**src/rtl/schedule_player.sv**
```systemverilog
// ---------------------------------------------------------------------------
// schedule_player
//
// Replays a finished DRAM command schedule out of schedule_memory. There is
// one slot per transfer, from slot 0 through the captured max_cycle. The
// player drives the memory's synchronous read address, absorbs its one-cycle
// read latency, and presents each slot on a valid/ready command port. Every
// slot is delivered, DESELECT included. PHY back-pressure therefore stretches
// the timeline but keeps the relative spacing between commands.
//
// Optional feature (macro SCHED_PLAYER_STATS_EN):
//   When defined, act_count / rd_count / pre_count count accepted ACT / RD /
//   PRE slots. They clear on an accepted start and saturate at all-ones.
//   When undefined, the ports are tied to 0 and no counter flops exist.
//
// Ports:
//   clk, rst_n            clock; asynchronous active-low reset
//   start                 one-cycle pulse, begins playback (IDLE only)
//   abort                 synchronous abort, highest priority
//   sched_max_cycle       last populated slot of the schedule
//   mem_rd_cycle          read address to schedule_memory (combinational)
//   mem_rd_*              registered read data from schedule_memory
//   cmd_valid/cmd_ready   command port handshake toward the PHY driver
//   cmd_cycle, cmd_*      schedule index and payload of the presented slot
//   busy                  high while priming or playing (registered)
//   done                  one-cycle pulse on normal completion
//   act/rd/pre_count      per-type statistics
//
// Field widths and command encodings mirror dram_scheduler_types.vh and are
// exposed as parameters so that this file stands alone.
// ---------------------------------------------------------------------------
module schedule_player #(
    parameter int STAT_WIDTH  = 16,
    parameter int CYCLE_WIDTH = 10,
    parameter int CMD_WIDTH   = 3,
    parameter int BG_WIDTH    = 2,
    parameter int BANK_WIDTH  = 2,
    parameter int ROW_WIDTH   = 16,
    parameter int COL_WIDTH   = 10,
    parameter int ID_WIDTH    = 8,
    parameter logic [CMD_WIDTH-1:0] CMD_DESELECT = 3'd0,
    parameter logic [CMD_WIDTH-1:0] CMD_ACT      = 3'd1,
    parameter logic [CMD_WIDTH-1:0] CMD_RD       = 3'd2,
    parameter logic [CMD_WIDTH-1:0] CMD_PRE      = 3'd4
) (
    input  logic                   clk,
    input  logic                   rst_n,
    input  logic                   start,
    input  logic                   abort,
    input  logic [CYCLE_WIDTH-1:0] sched_max_cycle,
    output logic [CYCLE_WIDTH-1:0] mem_rd_cycle,
    input  logic [CMD_WIDTH-1:0]   mem_rd_cmd_type,
    input  logic [BG_WIDTH-1:0]    mem_rd_bank_group,
    input  logic [BANK_WIDTH-1:0]  mem_rd_bank,
    input  logic [ROW_WIDTH-1:0]   mem_rd_row,
    input  logic [COL_WIDTH-1:0]   mem_rd_column,
    input  logic [ID_WIDTH-1:0]    mem_rd_request_id,
    output logic                   cmd_valid,
    input  logic                   cmd_ready,
    output logic [CYCLE_WIDTH-1:0] cmd_cycle,
    output logic [CMD_WIDTH-1:0]   cmd_type,
    output logic [BG_WIDTH-1:0]    cmd_bank_group,
    output logic [BANK_WIDTH-1:0]  cmd_bank,
    output logic [ROW_WIDTH-1:0]   cmd_row,
    output logic [COL_WIDTH-1:0]   cmd_column,
    output logic [ID_WIDTH-1:0]    cmd_request_id,
    output logic                   busy,
    output logic                   done,
    output logic [STAT_WIDTH-1:0]  act_count,
    output logic [STAT_WIDTH-1:0]  rd_count,
    output logic [STAT_WIDTH-1:0]  pre_count
);

    typedef enum logic [1:0] {
        ST_IDLE  = 2'd0,
        ST_PRIME = 2'd1,
        ST_PLAY  = 2'd2,
        ST_DONE  = 2'd3
    } state_t;

    localparam logic [CYCLE_WIDTH-1:0] PTR_ONE = 1;

    state_t                 state_reg;
    logic [CYCLE_WIDTH-1:0] ptr_reg;
    logic [CYCLE_WIDTH-1:0] end_cycle_reg;
    logic                   busy_reg;
    logic                   done_reg;

    logic in_play;
    logic xfer;
    logic at_end;
    logic start_ok;

    assign in_play  = (state_reg == ST_PLAY);
    // Abort suppresses valid in the same cycle, so no slot is accepted then.
    assign cmd_valid = in_play & ~abort;
    assign xfer      = cmd_valid & cmd_ready;
    assign at_end    = (ptr_reg == end_cycle_reg);
    assign start_ok  = (state_reg == ST_IDLE) & start & ~abort;

    assign busy = busy_reg;
    assign done = done_reg;

    // The read address points one slot ahead only when the current slot is
    // being accepted. On a stall the memory re-reads the same slot, so the
    // payload stays stable. On the last slot the address stays put, so the
    // pointer never wraps past max_cycle.
    always_comb begin
        mem_rd_cycle = '0;
        if (in_play) begin
            if (xfer && !at_end) begin
                mem_rd_cycle = ptr_reg + PTR_ONE;
            end else begin
                mem_rd_cycle = ptr_reg;
            end
        end
    end

    // Payload passes straight through from memory during PLAY. Otherwise the
    // port idles at DESELECT with every other field at zero.
    always_comb begin
        cmd_cycle      = '0;
        cmd_type       = CMD_DESELECT;
        cmd_bank_group = '0;
        cmd_bank       = '0;
        cmd_row        = '0;
        cmd_column     = '0;
        cmd_request_id = '0;
        if (in_play) begin
            cmd_cycle      = ptr_reg;
            cmd_type       = mem_rd_cmd_type;
            cmd_bank_group = mem_rd_bank_group;
            cmd_bank       = mem_rd_bank;
            cmd_row        = mem_rd_row;
            cmd_column     = mem_rd_column;
            cmd_request_id = mem_rd_request_id;
        end
    end

    // Playback FSM. busy and done are registered from the next state, so
    // each one follows its state with no combinational path.
    always_ff @(posedge clk or negedge rst_n) begin
        if (!rst_n) begin
            state_reg     <= ST_IDLE;
            ptr_reg       <= '0;
            end_cycle_reg <= '0;
            busy_reg      <= 1'b0;
            done_reg      <= 1'b0;
        end else begin
            done_reg <= 1'b0;
            if (abort) begin
                state_reg <= ST_IDLE;
                busy_reg  <= 1'b0;
            end else begin
                case (state_reg)
                    ST_IDLE: begin
                        if (start) begin
                            end_cycle_reg <= sched_max_cycle;
                            ptr_reg       <= '0;
                            state_reg     <= ST_PRIME;
                            busy_reg      <= 1'b1;
                        end
                    end
                    ST_PRIME: begin
                        state_reg <= ST_PLAY;
                    end
                    ST_PLAY: begin
                        if (xfer) begin
                            if (at_end) begin
                                state_reg <= ST_DONE;
                                busy_reg  <= 1'b0;
                                done_reg  <= 1'b1;
                            end else begin
                                ptr_reg <= ptr_reg + PTR_ONE;
                            end
                        end
                    end
                    ST_DONE: begin
                        state_reg <= ST_IDLE;
                    end
                    default: begin
                        state_reg <= ST_IDLE;
                        busy_reg  <= 1'b0;
                    end
                endcase
            end
        end
    end

`ifdef SCHED_PLAYER_STATS_EN
    localparam logic [STAT_WIDTH-1:0] STAT_ONE = 1;

    // One saturating counter per tracked command type:
    // index 0 = ACT, index 1 = RD, index 2 = PRE.
    generate
        for (genvar gi = 0; gi < 3; gi++) begin : g_stat
            logic [CMD_WIDTH-1:0]  match_type;
            logic [STAT_WIDTH-1:0] count_reg;

            assign match_type = (gi == 0) ? CMD_ACT :
                                (gi == 1) ? CMD_RD  : CMD_PRE;

            always_ff @(posedge clk or negedge rst_n) begin
                if (!rst_n) begin
                    count_reg <= '0;
                end else if (start_ok) begin
                    count_reg <= '0;
                end else if (xfer && (cmd_type == match_type) && (count_reg != '1)) begin
                    count_reg <= count_reg + STAT_ONE;
                end
            end
        end
    endgenerate

    assign act_count = g_stat[0].count_reg;
    assign rd_count  = g_stat[1].count_reg;
    assign pre_count = g_stat[2].count_reg;
`else
    // start_ok only feeds the statistics counters.
    logic unused_stats;
    assign unused_stats = start_ok;

    assign act_count = '0;
    assign rd_count  = '0;
    assign pre_count = '0;
`endif

endmodule

```
**config.mk**
```make
export PLATFORM = sky130hd
export DESIGN_NAME = schedule_player
export DESIGN_NICKNAME = d
export VERILOG_FILES = /design/src/rtl/schedule_player.sv
export SDC_FILE = /design/constraint.sdc
export NUM_CORES = 1
export LEC_CHECK = 0
export ABC_CLOCK_PERIOD_IN_PS = 4610
export CORE_MARGIN = 1
export CORE_UTILIZATION = 37
export DETAILED_ROUTE_END_ITERATION = 12
export PLACE_DENSITY = 0.93
export SETUP_SLACK_MARGIN = 0.02
export SLEW_MARGIN = 20
export SYNTH_ARGS = -nofsm -noshare
export SYNTH_HDL_FRONTEND = slang
export SYNTH_SLANG_ARGS = --single-unit
```
**constraint.sdc**
```tcl
create_clock -name clk -period 4.61 [get_ports clk]
set_input_delay 0.461 -clock clk [delete_from_list [all_inputs] [get_ports clk]]
set_output_delay 0.461 -clock clk [all_outputs]
set_load 0.02 [all_outputs]
```
* Yosys cells after proc, flatten, opt, wreduce, memory -nomap -nowiden
Cells that the tools add are included.
** Cells by class
- Add/subtract/negate cells :: 1
- Equal/unequal tests :: 10
- Multiplexer cells :: 27
- Bitwise operators :: 3
- Reduce and logical (&&, ||, !) cells :: 9
** Operator list (number)
- 10-bit 2-to-1 mux :: 7
- 10-bit case mux with 2 select lines :: 1
- 16-bit 2-to-1 mux :: 1
- 2-bit 2-to-1 mux :: 6
- 10-bit by 1-bit adder with 10-bit output, second input constant :: 1
- 10-bit equality test :: 1
- 1-bit 2-to-1 mux :: 8
- 8-bit 2-to-1 mux :: 1
- 2-bit case mux with 4 select lines :: 1
- 3-bit by 2-bit inequality test with 1-bit output, second input constant :: 2
- 3-bit AND reduction :: 2
- 5-bit AND reduction :: 1
- 2-bit equality test, second input constant :: 2
- 2-bit inequality test, second input constant :: 2
- 4-bit AND reduction :: 1
- 3-bit 2-to-1 mux :: 1
- 3-bit inequality test, second input constant :: 1
- 3-bit nonzero test :: 1
- 1-bit bitwise AND :: 2
- 2-bit by 1-bit equality test with 1-bit output, second input constant :: 1
- 2-bit zero test :: 1
- 2-bit by 1-bit inequality test with 1-bit output, second input constant :: 1
- 1-bit case mux with 2 select lines :: 1
- 2-bit nonzero test :: 1
- 3 further kinds :: 3
** Storage, ports and cells
- Flip-flop bits (word level) :: 24
- Bits of input ports :: 56

* Depth between registers and ports, before layout
- Word-level depth :: 6
- Mapped depth :: 8
- Mapped depth without buffers :: 7

* Least setup slack after synthesis
Ideal clock, no wire load.
- Kind :: register -> output
- Start point :: reg state_reg[0]
- End point :: out mem_rd_cycle[6]
- Data arrival time :: 1978 ps
- Required time :: 4149 ps
- Slack :: 2171 ps
- Stages on the path, launching flop included :: 9
- Buffers on the path :: 1
- Cells stage by stage :: dfrtp_1 -> inv_1 -> ha_1 -> and3b_1 -> buf_2 -> and4_1 -> nand3_1 -> nand2b_1 -> o21ai_0
** Between the ends
- Cells in the longest elaborated chain, start to end :: 6
** Ends and longest elaborated chain
- start, declared :: line 83 : state_t state_reg;
- start signal, assigned :: line 144 : state_reg <= ST_IDLE;
- start signal, assigned :: line 152 : state_reg <= ST_IDLE;
- start signal, assigned :: line 160 : state_reg <= ST_PRIME;
- 2-bit equality test (*) :: line 94 : assign in_play = (state_reg == ST_PLAY);
- 1-bit bitwise AND :: line 96 : assign cmd_valid = in_play & ~abort;
- 1-bit bitwise AND :: line 97 : assign xfer = cmd_valid & cmd_ready;
- 1-bit logical AND :: line 111 : if (xfer && !at_end) begin
- 10-bit 2-to-1 mux :: line 111
- 10-bit 2-to-1 mux (*) :: line 110 : if (in_play) begin
- end, declared :: line 51 : output logic [CYCLE_WIDTH-1:0] mem_rd_cycle,
Mark *: on every way between the ends. The rest lies on a longest branch, timed or not.

* Worst setup path in the final report
Ends and elaborated chain as after synthesis.

==> summary.log <==
qor: detailed_routing.route.detailed.wl_per_inst 13.9 um
qor: hold_path.worst_hold_path_type input port to async pin
qor: place.portBuffers 119
qor: synthesis.synth.top_cell.area_share 27.8%
qor: clock_tree.cts_tree yes
qor: clock_tree.clock_sink_count 24
qor: die.io-pin-count 168
qor: run.cap_violations 0
qor: synthesis.synthesis.yosys.warnings 0
qor: sta.finClkSkew 0.00609 ns
qor: setup_path.reg2reg_to ptr_reg[6]
qor: detailed_routing.detail_route.iter0.violations 85
qor: die.initial_utilization 38.8%
qor: clock_tree.cts_setup_buffers 0
qor: clock_tree.clock_path_buffers 2
qor: detailed_routing.routed_via_density 4.69
qor: die.die-area 6150 um2
qor: sta.whs 0.154 ns
qor: die.die_h 78.4 um
qor: sta.setup_viol 0
qor: sta.fin_crit_sh 79.2%
qor: power.power 1.19 mW
qor: sta.fmax 0.274 GHz
qor: setup_path.startpoint state_reg[0]
qor: setup_path.crit_required 4.15 ns
qor: synthesis.top_post_synthesis_cells_by_count 48 x sky130_fd_sc_hd__buf_4, 45 x sky130_fd_sc_hd__and2_1, 24 x sky130_fd_sc_hd__dfrtp_1
qor: power.p_leak 1.45 nW
qor: sta.report.final.slew_viol_count 0
qor: detailed_routing.detail_route.first_pass.iterations 4
qor: setup_path.setup.worst_path.start_class flop
qor: setup_path.cp_num_buf_inv 3
qor: synthesis.synth_ff_type sky130_fd_sc_hd__dfrtp_1
qor: synthesis.ys_top_cells_by_area sky130_fd_sc_hd__dfrtp_1 28%, sky130_fd_sc_hd__buf_4 17%, sky130_fd_sc_hd__and2_1 13%, sky130_fd_sc_hd__mux2_2 5.2%, sky130_fd_sc_hd__xor2_1 4.1%
qor: place.gp_routability_congestion 0.842
qor: global_routing.wire_length_of_the_first_global_routing_pass 9.88 mm
qor: place.dp_hpwl 4.83 mm
qor: detailed_routing.drcViolationCount 0
qor: detailed_routing.route.vias.total 2062
qor: sta.post-route-worst-setup-slack 0.959 ns
qor: sta.timing.max_slew.rel_slack 55.8%
qor: setup_path.critical-path-max-stage-delay 0.62 ns
qor: sta.post_route_setup_tns 0 ns
qor: sta.rsz0062_at_grt false
qor: detailed_routing.antenna_violating_nets_post_route 0
qor: sta.worstMarginPinSlew 0.662 ns
qor: die.rows 27
qor: die.fp.coreArea 5570 um2
qor: setup_path.rr_worst_depth 8
qor: clock_tree.clkSlewWorstSetupHoldPaths 0.09 ns
qor: synthesis.count_leader_synth sky130_fd_sc_hd__buf_4
qor: finish.antenna_cells 0
qor: finish.nFillCells 488
qor: finish.layout_cells_sized_above_1 4.35%
qor: synthesis.synth_seq_cells 24
qor: sta.post-route-min-period 3.65 ns
qor: global_routing.grtUsageTotal 20.5%
qor: setup_path.cp_max_fo 60
qor: global_routing.grt_max_degree 61
qor: global_routing.antenna_violations_before_repair 0
qor: setup_path.arrival_time_of_the_worst_setup_path 3.19 ns
qor: setup_path.crit_cells 9
qor: die.chipWidth 78.4 um
qor: setup_path.cp_slowest_cell sky130_fd_sc_hd__clkdlybuf4s50_1
qor: clock_tree.h-tree-depth 1
qor: place.post-place-ws 1.31 ns
qor: finish.register_area 601 um2
qor: synthesis.syn_area 2160 um2
qor: setup_path.cp-endpoint mem_rd_cycle[6]
qor: synthesis.async_reset_ff_share 100%
qor: synthesis.synth_seq_area_share 27.8%
qor: power.power-per-cell-area 366 nW/um2
qor: clock_tree.cts-buffers-inserted 3
qor: synthesis.cell_type_with_the_highest_aggregate_area_in_the_netlist sky130_fd_sc_hd__dfrtp_1
qor: clock_tree.clkLatencyLatePin 0.27 ns
qor: synthesis.postSynthCellCount 260
qor: setup_path.crit_chain inv_1, ha_1, buf_4, and3b_1, and4_1, nand3_1, nand2b_1, o21ai_0, clkdlybuf4s50_1
qor: synthesis.synth_edf_count 0
qor: finish.synthToLayoutAreaGrowth 50.7%
qor: setup_path.r2r_setup_slack 1.99 ns
qor: power.vdd.ir_drop.worst 303 uV
qor: setup_path.timing.rr.start state_reg[0]
qor: setup_path.timing.critical_path.to_type output port
qor: setup_path.criticalPathCategory flop to output port
qor: detailed_routing.detail_route.wirelength 6.12 mm
qor: clock_tree.total_of_cells_resized_after_clock_tree_synthesis 0
qor: clock_tree.ctsRootBufferMaster sky130_fd_sc_hd__clkbuf_8
qor: clock_tree.cts_hold_repair.buffers 0
qor: setup_path.worst_path_dominant_cell_family buffers and inverters
qor: finish.finalNetCount 428
qor: global_routing.grt_pass1_vias 1951
qor: global_routing.globalRouteOverflowTotal 0
qor: synthesis.postSynthAreaPerCell 8.31 um2
qor: status.status finished, final reports clean
qor: synthesis.synthDistinctLibCells 36
qor: sta.timing_hold_violations_final 0
qor: finish.multi_input_comb_area 1260 um2
## area by class of cell
cell class                      instances  area share (%)
Clock inverter                          1           0.922
Sequential cell                        24            18.4
Clock buffer                            3            1.27
Tap cell                               72            2.77
Inverter                               11            1.27
Timing Repair Buffer                  120            36.7
Multi-Input combinational cell        209            38.7
## worst min-delay path by stage
stage	start	endpoint	slack, ns	depth (start not counted)
final	rst_n	busy	0.15	1
after global routing	rst_n	busy	0.19	1
after CTS	end_cycle_reg[2]	end_cycle_reg[2]	0.54	1
after detailed placement	end_cycle_reg[2]	end_cycle_reg[2]	0.52	1
after global placement	end_cycle_reg[6]	end_cycle_reg[6]	0.51	1
after floorplan	rst_n	busy	0.17	0
## metal layers
metal	part of all wire, %	GRT usage (%)	routed length [um]
met1	41	26.8	2510
met2	51	35.3	3130
met3	7.4	4.19	453
met5	0	0	0
met4	0.54	3.33	33
## through the flow
| stage | instances | area, um2 | utilization [%] |
|---|---|---|---|
| global route | 440 | 3260 | 58.4 |
| detailed placement | 436 | 3190 | 57.2 |
| finish | 440 | 3260 | 58.4 |
| global placement | 436 | 3190 | 57.2 |
| CTS | 440 | 3260 | 58.5 |
| floorplan | 307 | 2340 | - |
## cell usage in the layout (no fill, tap or decap), drive strengths merged
master / n
nor4: 4
o21a: 1
nand3b: 1
clkdlybuf4s50: 118
a31oi: 1
or3: 1
o311ai: 7
and3: 6
a221o: 5
o21ai: 15
mux2i: 2
buf: 2
inv: 11
nor4b: 1
mux2: 10
nor3b: 3
nor2b: 1
clkbuf: 3
conb: 48
ha: 3
o31ai: 2
and3b: 1
bufinv: 1
nand2: 21
a211o: 1
nor3: 1
and2: 45
and4: 1
xor2: 10
nor2: 2
nand3: 8
nand2b: 6
a211oi: 2
dfrtp: 24
## cells by family after synthesis
| kind of cell | Yosys count | share of synthesized area [%] |
|---|---|---|
| adder cells (fa/ha/maj) | 3 | 1.74 |
| multiplexers | 12 | 6.14 |
| flip-flops | 24 | 27.8 |
| other | 1 | 0.174 |
| AND/OR/NAND/NOR | 102 | 26.9 |
| AO/OA/AOI/OAI | 34 | 11.1 |
| XOR/XNOR | 10 | 4.05 |
| buffers and inverters | 74 | 22.1 |
## report_power, final
part           switching [mW]  internal (mW)
registers              0.0561          0.276
logic                   0.354          0.317
clock network          0.0718          0.116
(Power assumes the default switching activity.)
